==> src/rtl/instruction_fetch_unit.sv <==
`default_nettype none
// ============================================================================
// Module      : instruction_fetch_unit
// Description : PC sequencer with an in-order fetch queue, redirect flush and
//               end-of-image handling (halt when IFU_BOUNDS_HALT_EN, else wrap).
// Revision    : 1.0 - initial release
// ============================================================================
module instruction_fetch_unit #(
  parameter logic [31:0] RESET_PC  = 32'h0,
  parameter int unsigned MEM_BYTES = 32,
  parameter int unsigned QDEPTH    = 2
) (
  input  logic        clk,
  input  logic        reset,
  output logic [31:0] imem_pc,
  input  logic [31:0] imem_instr,
  input  logic        redirect_valid,
  input  logic [31:0] redirect_pc,
  output logic        out_valid,
  input  logic        out_ready,
  output logic [31:0] out_pc,
  output logic [31:0] out_instr,
  output logic        halted,
  output logic [31:0] fetch_count
);

  localparam int          AW       = (QDEPTH > 1) ? $clog2(QDEPTH) : 1;
  localparam int          CW       = AW + 1;
  localparam logic [CW-1:0] FULL_CNT = CW'(QDEPTH);
  localparam logic [31:0] LAST_PC  = 32'(MEM_BYTES - 4);
`ifdef IFU_BOUNDS_HALT_EN
  localparam logic [31:0] MEM_LIMIT = 32'(MEM_BYTES);
`else
  localparam logic [31:0] ADDR_MASK = 32'(MEM_BYTES - 1);
`endif

  localparam logic [1:0] S_IDLE  = 2'd0;
  localparam logic [1:0] S_FETCH = 2'd1;
  localparam logic [1:0] S_HALT  = 2'd2;

  logic [1:0]    state_q, state_d;
  logic [31:0]   pc_q, pc_d;
  logic [AW-1:0] rd_ptr_q, rd_ptr_d;
  logic [AW-1:0] wr_ptr_q, wr_ptr_d;
  logic [CW-1:0] count_q, count_d;
  logic          halted_q, halted_d;
  logic [31:0]   fetch_count_q, fetch_count_d;
  logic [31:0]   pc_mem_q    [QDEPTH];
  logic [31:0]   instr_mem_q [QDEPTH];

  logic          w_full;
  logic          w_valid;
  logic          w_pop;
  logic          w_push;
  logic [31:0]   w_target;
  logic          unused_redirect_lsbs;

  assign unused_redirect_lsbs = ^redirect_pc[1:0];

  always_comb begin
    w_valid  = (count_q != '0);
    w_full   = (count_q == FULL_CNT);
    w_pop    = w_valid && out_ready;
    w_push   = (state_q == S_FETCH) && (!w_full || w_pop) && !redirect_valid;
    w_target = {redirect_pc[31:2], 2'b00};
  end

  always_comb begin
    state_d       = state_q;
    pc_d          = pc_q;
    halted_d      = halted_q;
    rd_ptr_d      = rd_ptr_q;
    wr_ptr_d      = wr_ptr_q;
    count_d       = count_q;
    fetch_count_d = fetch_count_q + (w_pop ? 32'd1 : 32'd0);

    case (state_q)
      S_IDLE:  state_d = S_FETCH;
      S_FETCH: state_d = S_FETCH;
      S_HALT:  state_d = S_HALT;
      default: state_d = S_IDLE;
    endcase

    if (redirect_valid) begin
      // A same-cycle handshake is still counted above; everything left is dropped.
      rd_ptr_d = '0;
      wr_ptr_d = '0;
      count_d  = '0;
`ifdef IFU_BOUNDS_HALT_EN
      if (w_target >= MEM_LIMIT) begin
        state_d  = S_HALT;
        halted_d = 1'b1;
        pc_d     = LAST_PC;
      end else begin
        state_d  = S_FETCH;
        halted_d = 1'b0;
        pc_d     = w_target;
      end
`else
      state_d = S_FETCH;
      pc_d    = w_target & ADDR_MASK;
`endif
    end else begin
      rd_ptr_d = rd_ptr_q + AW'(w_pop);
      wr_ptr_d = wr_ptr_q + AW'(w_push);
      count_d  = count_q + CW'(w_push) - CW'(w_pop);
      if (w_push) begin
        if (pc_q == LAST_PC) begin
`ifdef IFU_BOUNDS_HALT_EN
          state_d  = S_HALT;
          halted_d = 1'b1;
`else
          pc_d = RESET_PC;
`endif
        end else begin
          pc_d = pc_q + 32'd4;
        end
      end
    end
  end

  always_ff @(posedge clk) begin
    if (reset) begin
      state_q       <= S_IDLE;
      pc_q          <= RESET_PC;
      rd_ptr_q      <= '0;
      wr_ptr_q      <= '0;
      count_q       <= '0;
      halted_q      <= 1'b0;
      fetch_count_q <= '0;
    end else begin
      state_q       <= state_d;
      pc_q          <= pc_d;
      rd_ptr_q      <= rd_ptr_d;
      wr_ptr_q      <= wr_ptr_d;
      count_q       <= count_d;
      halted_q      <= halted_d;
      fetch_count_q <= fetch_count_d;
    end
  end

  // Payload storage needs no reset: occupancy alone decides what is visible.
  always_ff @(posedge clk) begin
    if (w_push) begin
      pc_mem_q[wr_ptr_q]    <= pc_q;
      instr_mem_q[wr_ptr_q] <= imem_instr;
    end
  end

  assign imem_pc     = pc_q;
  assign out_valid   = w_valid;
  assign out_pc      = w_valid ? pc_mem_q[rd_ptr_q] : 32'd0;
  assign out_instr   = w_valid ? instr_mem_q[rd_ptr_q] : 32'd0;
  assign halted      = halted_q;
  assign fetch_count = fetch_count_q;

endmodule
`default_nettype wire

==> config.mk <==
export PLATFORM = sky130hd
export DESIGN_NAME = instruction_fetch_unit
export DESIGN_NICKNAME = d
export VERILOG_FILES = /design/src/rtl/instruction_fetch_unit.sv
export SDC_FILE = /design/constraint.sdc
export NUM_CORES = 1
export LEC_CHECK = 0
export CAP_MARGIN = 10
export CORE_UTILIZATION = 50
export CTS_CLUSTER_DIAMETER = 60
export DETAILED_ROUTE_END_ITERATION = 8
export PLACE_DENSITY = 0.81
export SYNTH_ARGS = -nofsm -noshare
export SYNTH_HDL_FRONTEND = slang
export SYNTH_SLANG_ARGS = --single-unit
==> constraint.sdc <==
create_clock -name clk -period 3.8 [get_ports clk]
set_input_delay 0.76 -clock clk [delete_from_list [all_inputs] [get_ports clk]]
set_output_delay 0.76 -clock clk [all_outputs]
set_load 0.02 [all_outputs]
==> impl_metrics.toml, run 1 <==
[critical_path]
cp.depth = 4
critPathMaxFanout = 35
cp_slowest_stage_delay_ns = 0.68
r2r_cells = 9
critPathSlowestCell = "nor2_4"
required_ns = 3.04
rrSetupSlack_ns = 0.84
path_cells = "nor2_4 -> buf_4 -> nor2_1 -> clkdlybuf4s50_1"
cp-startpoint = "count_q[0]$_SDFF_PP0_"
cp.arrival_ns = 2.63
crit_buf_inv = 2
r2r-start = "count_q[0]$_SDFF_PP0_"
cp_top_family = "buffers and inverters"
end_kind = "output port"
cp-start-kind = "flip-flop"
criticalPathCategory = "reg -> out"
crit_end = "out_pc[5]"
r2r-end = "fetch_count[30]$_SDFF_PP0_"

[die]
die-height_um = 130
core_area_mm2 = 0.0159
num_rows = 46
io_pins = 198
die_area_mm2 = 0.0168
initial_core_util_pct = 51.3
die_w_um = 130

[global_route]
grt_pass1_vias = 5520
antenna_found_initial = 0
grt-ovfl-total = 0
grt_start_max_net_pins = 66
grt_usage_pct = 21.2
grt_pass1_wl_um = 27500

[clocking]
cts_tree = "yes"
hold_buffers = 0
cts-buffers-inserted = 17
postCtsSetupRepairBufs = 0
cts_root_buf = "clkbuf_16"
path_clk_slew_ns = 0.07
post_cts_resized = 0
clk_latency_ns = 0.42
htreeDepth = 4
numClockSinks = 198
clockBufferDepth = 2

[logic_synthesis]
postSynthCellCount = 666
ys_top_cells_by_area = "edfxtp_1, dfxtp_1, mux2i_1, nor2_1, a21oi_1"
yosysWarnings = 0
synth_top_area_share_pct = 47.2
synth-seq-area-share_pct = 64.4
synth-async-reset-ratio_pct = 0
netlist_area_mm2 = 0.00815
synth_most_common_cell = "edfxtp_1"
synthDistinctLibCells = 40
synth_enable_flop_cells = 128
syn_avg_cell_area_um2 = 12.2
synth_top_area_cell = "edfxtp_1"
syn_nets = 742
ys_seq_elements = 198
ys.flop_type = "edfxtp_1"
yosys-top-cells-count = "edfxtp_1, nor2_1, dfxtp_1"

[sta]
max_slew_margin_pct = 44.7
hold_slack_ns = 0.475
layout_min_cycle_time_ns = 3.39
rsz0062_at_grt = "no"
worst_slew_pin_slew_ns = 0.827
finalHoldViolCount = 0
tns_ns = 0
finalSetupViolCount = 0
drv_slew = 0
skew_ns = 0.00978
clock.fmax_mhz = 295
finalCritPeriodShare_pct = 89.3

[drt]
drtPass1Iterations = 5
drc_errors = 0
first_iter_violations = 300
detail_route.wl_per_cell_um = 16.8
wl_um = 17600
vias_per_cell = 5.60
detail-route-antenna-nets = 0
dr_total_vias = 5864

[final_layout]
final_util_pct = 66.9
final_layout_size_suffix_gt1_share_pct = 5.66
diodes = 0
nets = 895
area_growth_pct = 30.5
fill_cells = 1160

[placement]
port_buffers = 167
gp_congestion = 0.784
hpwl_um = 11300

[job]
cap_violations = 0

[outcome]
outcome = "finished clean"

[power]
total_power_uw = 4290
p_leak_uw = 0.00331
power.density_mw_per_mm2 = 403
worst_ir_drop_vdd_mv = 0.301

[min_path]
worstHoldPathType = "reg -> reg"
-- cell usage in the layout (no fill, tap or decap), types with 15 or more instances in the layout --
master	instances
o31ai_1	25
xnor2_1	15
nand3_1	20
nor2_1	83
nand2_1	21
clkbuf_16	17
clkdlybuf4s50_1	167
or4_1	24
edfxtp_1	128
dfxtp_1	69
mux2i_1	64
o21ai_0	18
a21oi_1	44
or3_1	21
-- stage by stage --
stage                     worst slack, ns  instances  instance area, um2
after global routing                0.228       1047               10600
after CTS                           0.340       1047               10600
final                               0.407       1047               10600
after detailed placement            0.315       1016               10100
after floorplan                     0.530        666                8150
after global placement              0.357       1016               10100
-- flip-flops by register name, indices dropped and copies added, names as in the netlist --
register	flops
fetch_count	32
state_q	2
pc_mem_q	64
count_q	2
imem_pc	32
wr_ptr_q	1
instr_mem_q	64
rd_ptr_q	1
-- worst min-delay path by stage --
stage	slack [ns]	end	depth (start not counted)	start
after floorplan	0.42	state_q[0]$_SDFF_PP0_	1	state_q[1]$_SDFF_PP0_
after global placement	0.43	state_q[0]$_SDFF_PP0_	1	state_q[1]$_SDFF_PP0_
after detailed placement	0.45	state_q[0]$_SDFF_PP0_	1	state_q[1]$_SDFF_PP0_
after CTS	0.47	state_q[0]$_SDFF_PP0_	1	state_q[1]$_SDFF_PP0_
after global routing	0.50	state_q[0]$_SDFF_PP0_	1	state_q[1]$_SDFF_PP0_
final	0.48	state_q[0]$_SDFF_PP0_	1	state_q[1]$_SDFF_PP0_
-- worst register-to-register path, cell delays in order (launching register included) --
cell and delay, ns:
dfxtp_1 0.47, nor2_4 0.22, inv_1 0.13, and2_1 0.22
ha_1 0.21, ha_1 0.20, nand2_1 0.15, or3_1 0.59
or4_1 0.58, a21oi_1 0.15
-- cell families after synthesis --
kind of cell	Yosys count	share of synthesized area [%]
AND/OR/NAND/NOR	231	15.3
flip-flops	198	64.4
AO/OA/AOI/OAI	92	6.57
multiplexers	64	7.86
buffers and inverters	53	2.61
XOR/XNOR	19	2.04
adder cells (fa/ha/maj)	8	1.23
other	1	0.0460
-- power breakdown --
part	leakage [uW]	internal, uW	switching (uW)
Combinational	0.00119	110	132
Clock	0.000275	920	799
Sequential	0.00185	2320	14.1
Total	0.00331	3340	945
-- cell type report --
type	count	area, um2	area share (%)
tap	216	270	2.54
multi-input combinational	415	2740	25.8
timing repair buffer	173	1750	16.5
clock buffer	17	425	4.00
sequential	198	5250	49.4
inverter	14	52.6	0.494
clock inverter	14	143	1.34
-- routing by layer --
layer	vias to the layer above	global-route usage, %	routed length, um
met5	-	0	0
met4	0	7.05	212
met3	16	5.53	1250
met2	199	35.5	8510
met1	2837	26.7	7650
li1	2812	-	-
No activity file was read; power rests on OpenSTA's default activity.
==> inputs of run 2 (changes only) <==
--- a/config.mk
+++ b/config.mk
@@ -6,10 +6,11 @@
 export NUM_CORES = 1
 export LEC_CHECK = 0
 export CAP_MARGIN = 10
-export CORE_UTILIZATION = 50
+export CORE_UTILIZATION = 34
 export CTS_CLUSTER_DIAMETER = 60
+export CTS_CLUSTER_SIZE = 8
 export DETAILED_ROUTE_END_ITERATION = 8
-export PLACE_DENSITY = 0.81
+export PLACE_DENSITY = 0.6
 export SYNTH_ARGS = -nofsm -noshare
 export SYNTH_HDL_FRONTEND = slang
 export SYNTH_SLANG_ARGS = --single-unit
==> run 2 against run 1 <==
Clock skew increased by 0.0080 ns. Hold slack got worse by 0.012 ns. Highest routed layer unchanged. Critical path depth unchanged. Sequential power about the same. Via count decreased by 0.89%. Total power increased by 4.1%. Clock power increased by 9.9%. Fmax increased by 11%. Largest cell class unchanged. Critical endpoint is now out_instr[2].
==> impl_metrics.toml, run 2 (same netlist as run 1, synthesis figures left out) <==
[final_layout]
fill_cells = 2152
fin_area_mm2 = 0.0109
nets = 899
diodes = 0
layout_common_cells = "clkdlybuf4s50_1, edfxtp_1, nor2_1, dfxtp_1, mux2i_1"
final_cell_count_no_fill = 1155
final_common_cell = "clkdlybuf4s50_1"
largestRegisters = "instr_mem_q (64), pc_mem_q (64)"
final_layout_size_suffix_gt1_share_pct = 6.22
area_growth_pct = 33.7

[sta]
tns_ns = 0
rsz0062_at_grt = "no"
finalSetupViolCount = 0
finalHoldViolCount = 0
layout_min_cycle_time_ns = 3.05
drv_slew = 0
finalCritPeriodShare_pct = 80.1
worst_slew_pin_slew_ns = 0.755
max_slew_margin_pct = 49.6
clock.fmax_mhz = 328
skew_ns = 0.0178

[critical_path]
end_kind = "output port"
cp.arrival_ns = 2.29
cp-start-kind = "flip-flop"
required_ns = 3.04
critPathMaxFanout = 32
r2r_cells = 9
criticalPathCategory = "reg -> out"

[drt]
drtPass1Iterations = 4
detail_route.wl_per_cell_um = 16.1
detail-route-antenna-nets = 0
vias_per_cell = 5.03
wl_um = 18600
drc_errors = 0
dr_total_vias = 5812
first_iter_violations = 381

[global_route]
antenna_found_initial = 0
grt_usage_pct = 15.5
grt-ovfl-total = 0
grt-busiest-layer = "met2"
grtUsageMet2_pct = 24.8
grt_use_met1_pct = 20.9
grtUsageMet3_pct = 3.41
grt_start_max_net_pins = 61
grt_pass1_wl_um = 29500
grt_pass1_vias = 5523

[clocking]
path_clk_slew_ns = 0.07
cts_root_buf = "clkbuf_16"
post_cts_resized = 0
cts-buffers-inserted = 17
htreeDepth = 4
clk_latency_ns = 0.44
hold_buffers = 0
cts_tree = "yes"
postCtsSetupRepairBufs = 0
numClockSinks = 198
clockBufferDepth = 2

[placement]
port_buffers = 167
place_area_mm2 = 0.0103
dp.cells = 1123
hpwl_um = 12100
gp_congestion = 0.722

[die]
num_rows = 56
die_w_um = 157
initial_core_util_pct = 34.7
die_area_mm2 = 0.0246
io_pins = 198
die-height_um = 157
core_area_mm2 = 0.0235

[min_path]
worstHoldPathType = "reg -> reg"
hold_path_depth = 1

[power]
power.density_mw_per_mm2 = 410
worst_ir_drop_vdd_mv = 0.241
p_leak_uw = 0.00339

[job]
cap_violations = 0

[outcome]
outcome = "finished clean"
run 2: worst paths after layout:
| kind | from | end | slack, ns |
|---|---|---|---|
| max | rd_ptr_q$_SDFF_PP0_ | out_instr[2] | 0.75 |
| min | state_q[1]$_SDFF_PP0_ | state_q[0]$_SDFF_PP0_ | 0.46 |
| max reg2reg | count_q[0]$_SDFF_PP0_ | fetch_count[26]$_SDFF_PP0_ | 1.00 |
| min reg2reg | state_q[1]$_SDFF_PP0_ | state_q[0]$_SDFF_PP0_ | 0.46 |
run 2: power breakdown:
part           internal [uW]  switching [uW]
Clock                    999             890
Sequential              2310            15.9
Combinational            116             133
run 2: through the flow:
step	power, uW	utilization, %	setup WS, ns	hold WS [ns]
after global routing	4640	46.4	0.565	0.484
after floorplan	2500	-	0.530	0.424
after detailed placement	2630	43.7	0.308	0.450
after CTS	4530	46.4	0.693	0.470
after global placement	2630	43.7	0.338	0.437
final	4470	46.4	0.754	0.463
run 2: layer usage:
metal | vias to the layer above | part of all wire, %
met1 | 2838 | 47
li1 | 2816 | -
met4 | 0 | 0.93
met3 | 15 | 5.5
met2 | 143 | 47
met5 | - | 0
run 2: final cells by class:
type,instances,area [um2],area share [%]
flip-flops and latches,198,5250,48.2
multi-input cells,415,2740,25.1
repair buffers,177,1820,16.7
clock buffers,18,450,4.13
well taps,319,399,3.66
clock inverters,14,186,1.71
inverters,14,52.6,0.482
run 2: worst max-delay path, cell delays in order (launching register included):
cell	delay, ns
dfxtp_4	0.64
buf_12	0.31
mux2i_1	0.11
nor2_1	0.15
clkdlybuf4s50_1	0.63
==> inputs of run 3 (changes only) <==
--- a/config.mk
+++ b/config.mk
@@ -10,7 +10,7 @@
 export CTS_CLUSTER_DIAMETER = 60
 export CTS_CLUSTER_SIZE = 8
 export DETAILED_ROUTE_END_ITERATION = 8
-export PLACE_DENSITY = 0.6
+export PLACE_DENSITY = 0.63
 export SYNTH_ARGS = -nofsm -noshare
 export SYNTH_HDL_FRONTEND = slang
 export SYNTH_SLANG_ARGS = --single-unit
==> constraint.sdc (replaced) <==
create_clock -name clk -period 2.66 [get_ports clk]
set_input_delay 0.532 -clock clk [delete_from_list [all_inputs] [get_ports clk]]
set_output_delay 0.532 -clock clk [all_outputs]
set_load 0.02 [all_outputs]
==> run 3 against run 2 <==
Critical path depth unchanged. Hold slack got worse by 0.0015 ns. First-iteration DRC count decreased by 17%. Wire length increased by 1.4%. Total power increased by 40%. Cell count increased by 2.3%. Clock-buffer cell count decreased by 1. Critical path type unchanged. Critical endpoint is now out_instr[15]. Largest cell class unchanged.
==> impl_metrics.toml, run 3 (same netlist as run 1, synthesis figures left out) <==
[outcome]
outcome = "finished clean"

[power]
seqPwrFrac_pct = 53.1
clkPwrFrac_pct = 40.9
combPwrFrac_pct = 6.0
p_sw_share_pct = 23.9
p_leak_uw = 0.00349
switching_power_uw = 1500
worst_ir_drop_vdd_mv = 0.374
internal-power_uw = 4760
power.density_mw_per_mm2 = 563

[final_layout]
final_common_cell = "clkdlybuf4s50_1"
diodes = 0
area_growth_pct = 36.2
layout_common_cells = "clkdlybuf4s50_1, edfxtp_1, nor2_1, dfxtp_1, mux2i_1"
final_layout_size_suffix_gt1_share_pct = 9.16
largestRegisters = "instr_mem_q (64), pc_mem_q (64)"
final_util_pct = 47.3
nets = 925
fill_cells = 2141

[clocking]
cts-buffers-inserted = 17
clk_latency_ns = 0.43
cts_tree = "yes"
numClockSinks = 198
postCtsSetupRepairBufs = 0
path_clk_slew_ns = 0.08
cts_root_buf = "clkbuf_16"
clockBufferDepth = 2
htreeDepth = 4

[critical_path]
cp_slowest_stage_delay_ns = 0.56
crit_buf_inv = 2
cp_top_family = "buffers and inverters"
required_ns = 2.13
cp-start-kind = "flip-flop"
cp.arrival_ns = 2.01
criticalPathCategory = "reg -> out"
end_kind = "output port"
critPathMaxFanout = 19
critPathSlowestCell = "clkdlybuf4s50_1"
path_cells = "buf_12 -> mux2i_1 -> nor2_1 -> clkdlybuf4s50_1"

[die]
die-height_um = 157
core_area_mm2 = 0.0235
initial_core_util_pct = 34.7
num_rows = 56
die_w_um = 157
io_pins = 198
die_area_mm2 = 0.0246

[sta]
clock.fmax_mhz = 394
tns_ns = 0
layout_min_cycle_time_ns = 2.54
skew_ns = 0.0162
finalSetupViolCount = 0
rsz0062_at_grt = "no"
finalHoldViolCount = 0
finalCritPeriodShare_pct = 95.4
drv_slew = 0
setup_ws_ns = 0.121

[drt]
dr_total_vias = 5811
detail-route-antenna-nets = 0
detail_route.wl_per_cell_um = 16.0
drc_errors = 0
wl_um = 18900
vias_per_cell = 4.92
drtPass1Iterations = 4
first_iter_violations = 316

[placement]
gp_congestion = 0.755
dp_worst_setup_slack_ns = -0.210
port_buffers = 167
hpwl_um = 12500

[global_route]
grt_pass1_wl_um = 29600
grt_usage_pct = 15.6
grt-ovfl-total = 0
antenna_found_initial = 0
grt_start_max_net_pins = 65
grt_pass1_vias = 5710

[min_path]
worstHoldPathType = "reg -> reg"

[job]
cap_violations = 0
-- run 3: cell types whose count changed in the layout (fill, tap and decap cells not counted), sizes merged --
cell | before | now
buf | 10 | 36
bufinv | 1 | 0
clkbuf | 18 | 17
clkinvlp | 0 | 3
inv | 23 | 22
-- run 3: power groups by stage --
stage	registers (uW)	clock network [uW]	logic (uW)
after global placement	3390	0	373
final	3320	2560	374
after CTS	3320	2640	380
after global routing	3330	2760	408
after floorplan	3400	0	167
after detailed placement	3390	0	377
-- run 3: final cells by class --
type | count | area (um2) | area share, %
clock inverter | 15 | 175 | 1.58
timing repair buffer | 203 | 2050 | 18.5
clock buffer | 17 | 425 | 3.83
inverter | 14 | 52.6 | 0.473
sequential | 198 | 5250 | 47.3
tap | 319 | 399 | 3.60
multi-input combinational | 415 | 2740 | 24.7
-- run 3: routing by layer --
metal / global-route usage [%] / share of wire [%] / wire length [um] / vias up
li1: - / - / - / 2866
met1: 19.7 / 45 / 8430 / 2788
met2: 25.9 / 47 / 8860 / 146
met3: 4.68 / 7.4 / 1400 / 11
met4: 4.20 / 0.89 / 168 / 0
met5: 0 / 0 / 0 / -
-- run 3: through the flow --
step / total power (uW) / instances / hold slack [ns] / instance area, um2
finish: 6250 / 1181 / 0.462 / 11100
global route: 6490 / 1181 / 0.486 / 11100
CTS: 6340 / 1181 / 0.466 / 11100
detailed placement: 3770 / 1149 / 0.445 / 10500
global placement: 3770 / 1149 / 0.431 / 10500
floorplan: 3570 / 666 / 0.424 / 8150
-- run 3: final timing paths --
kind         slack [ns]                   from                          to  cells after the start
min reg2reg        0.46  state_q[1]$_SDFF_PP0_       state_q[0]$_SDFF_PP0_                      1
min                0.46  state_q[1]$_SDFF_PP0_       state_q[0]$_SDFF_PP0_                      1
max                0.12    rd_ptr_q$_SDFF_PP0_               out_instr[15]                      4
max reg2reg        0.30  count_q[0]$_SDFF_PP0_  fetch_count[28]$_SDFF_PP0_                      9
-- run 3: timing repair --
action                     CTS  global route
resized for setup            2             2
setup endpoints to repair   64            25
pin swaps                    0             0
hold buffers                 0             0
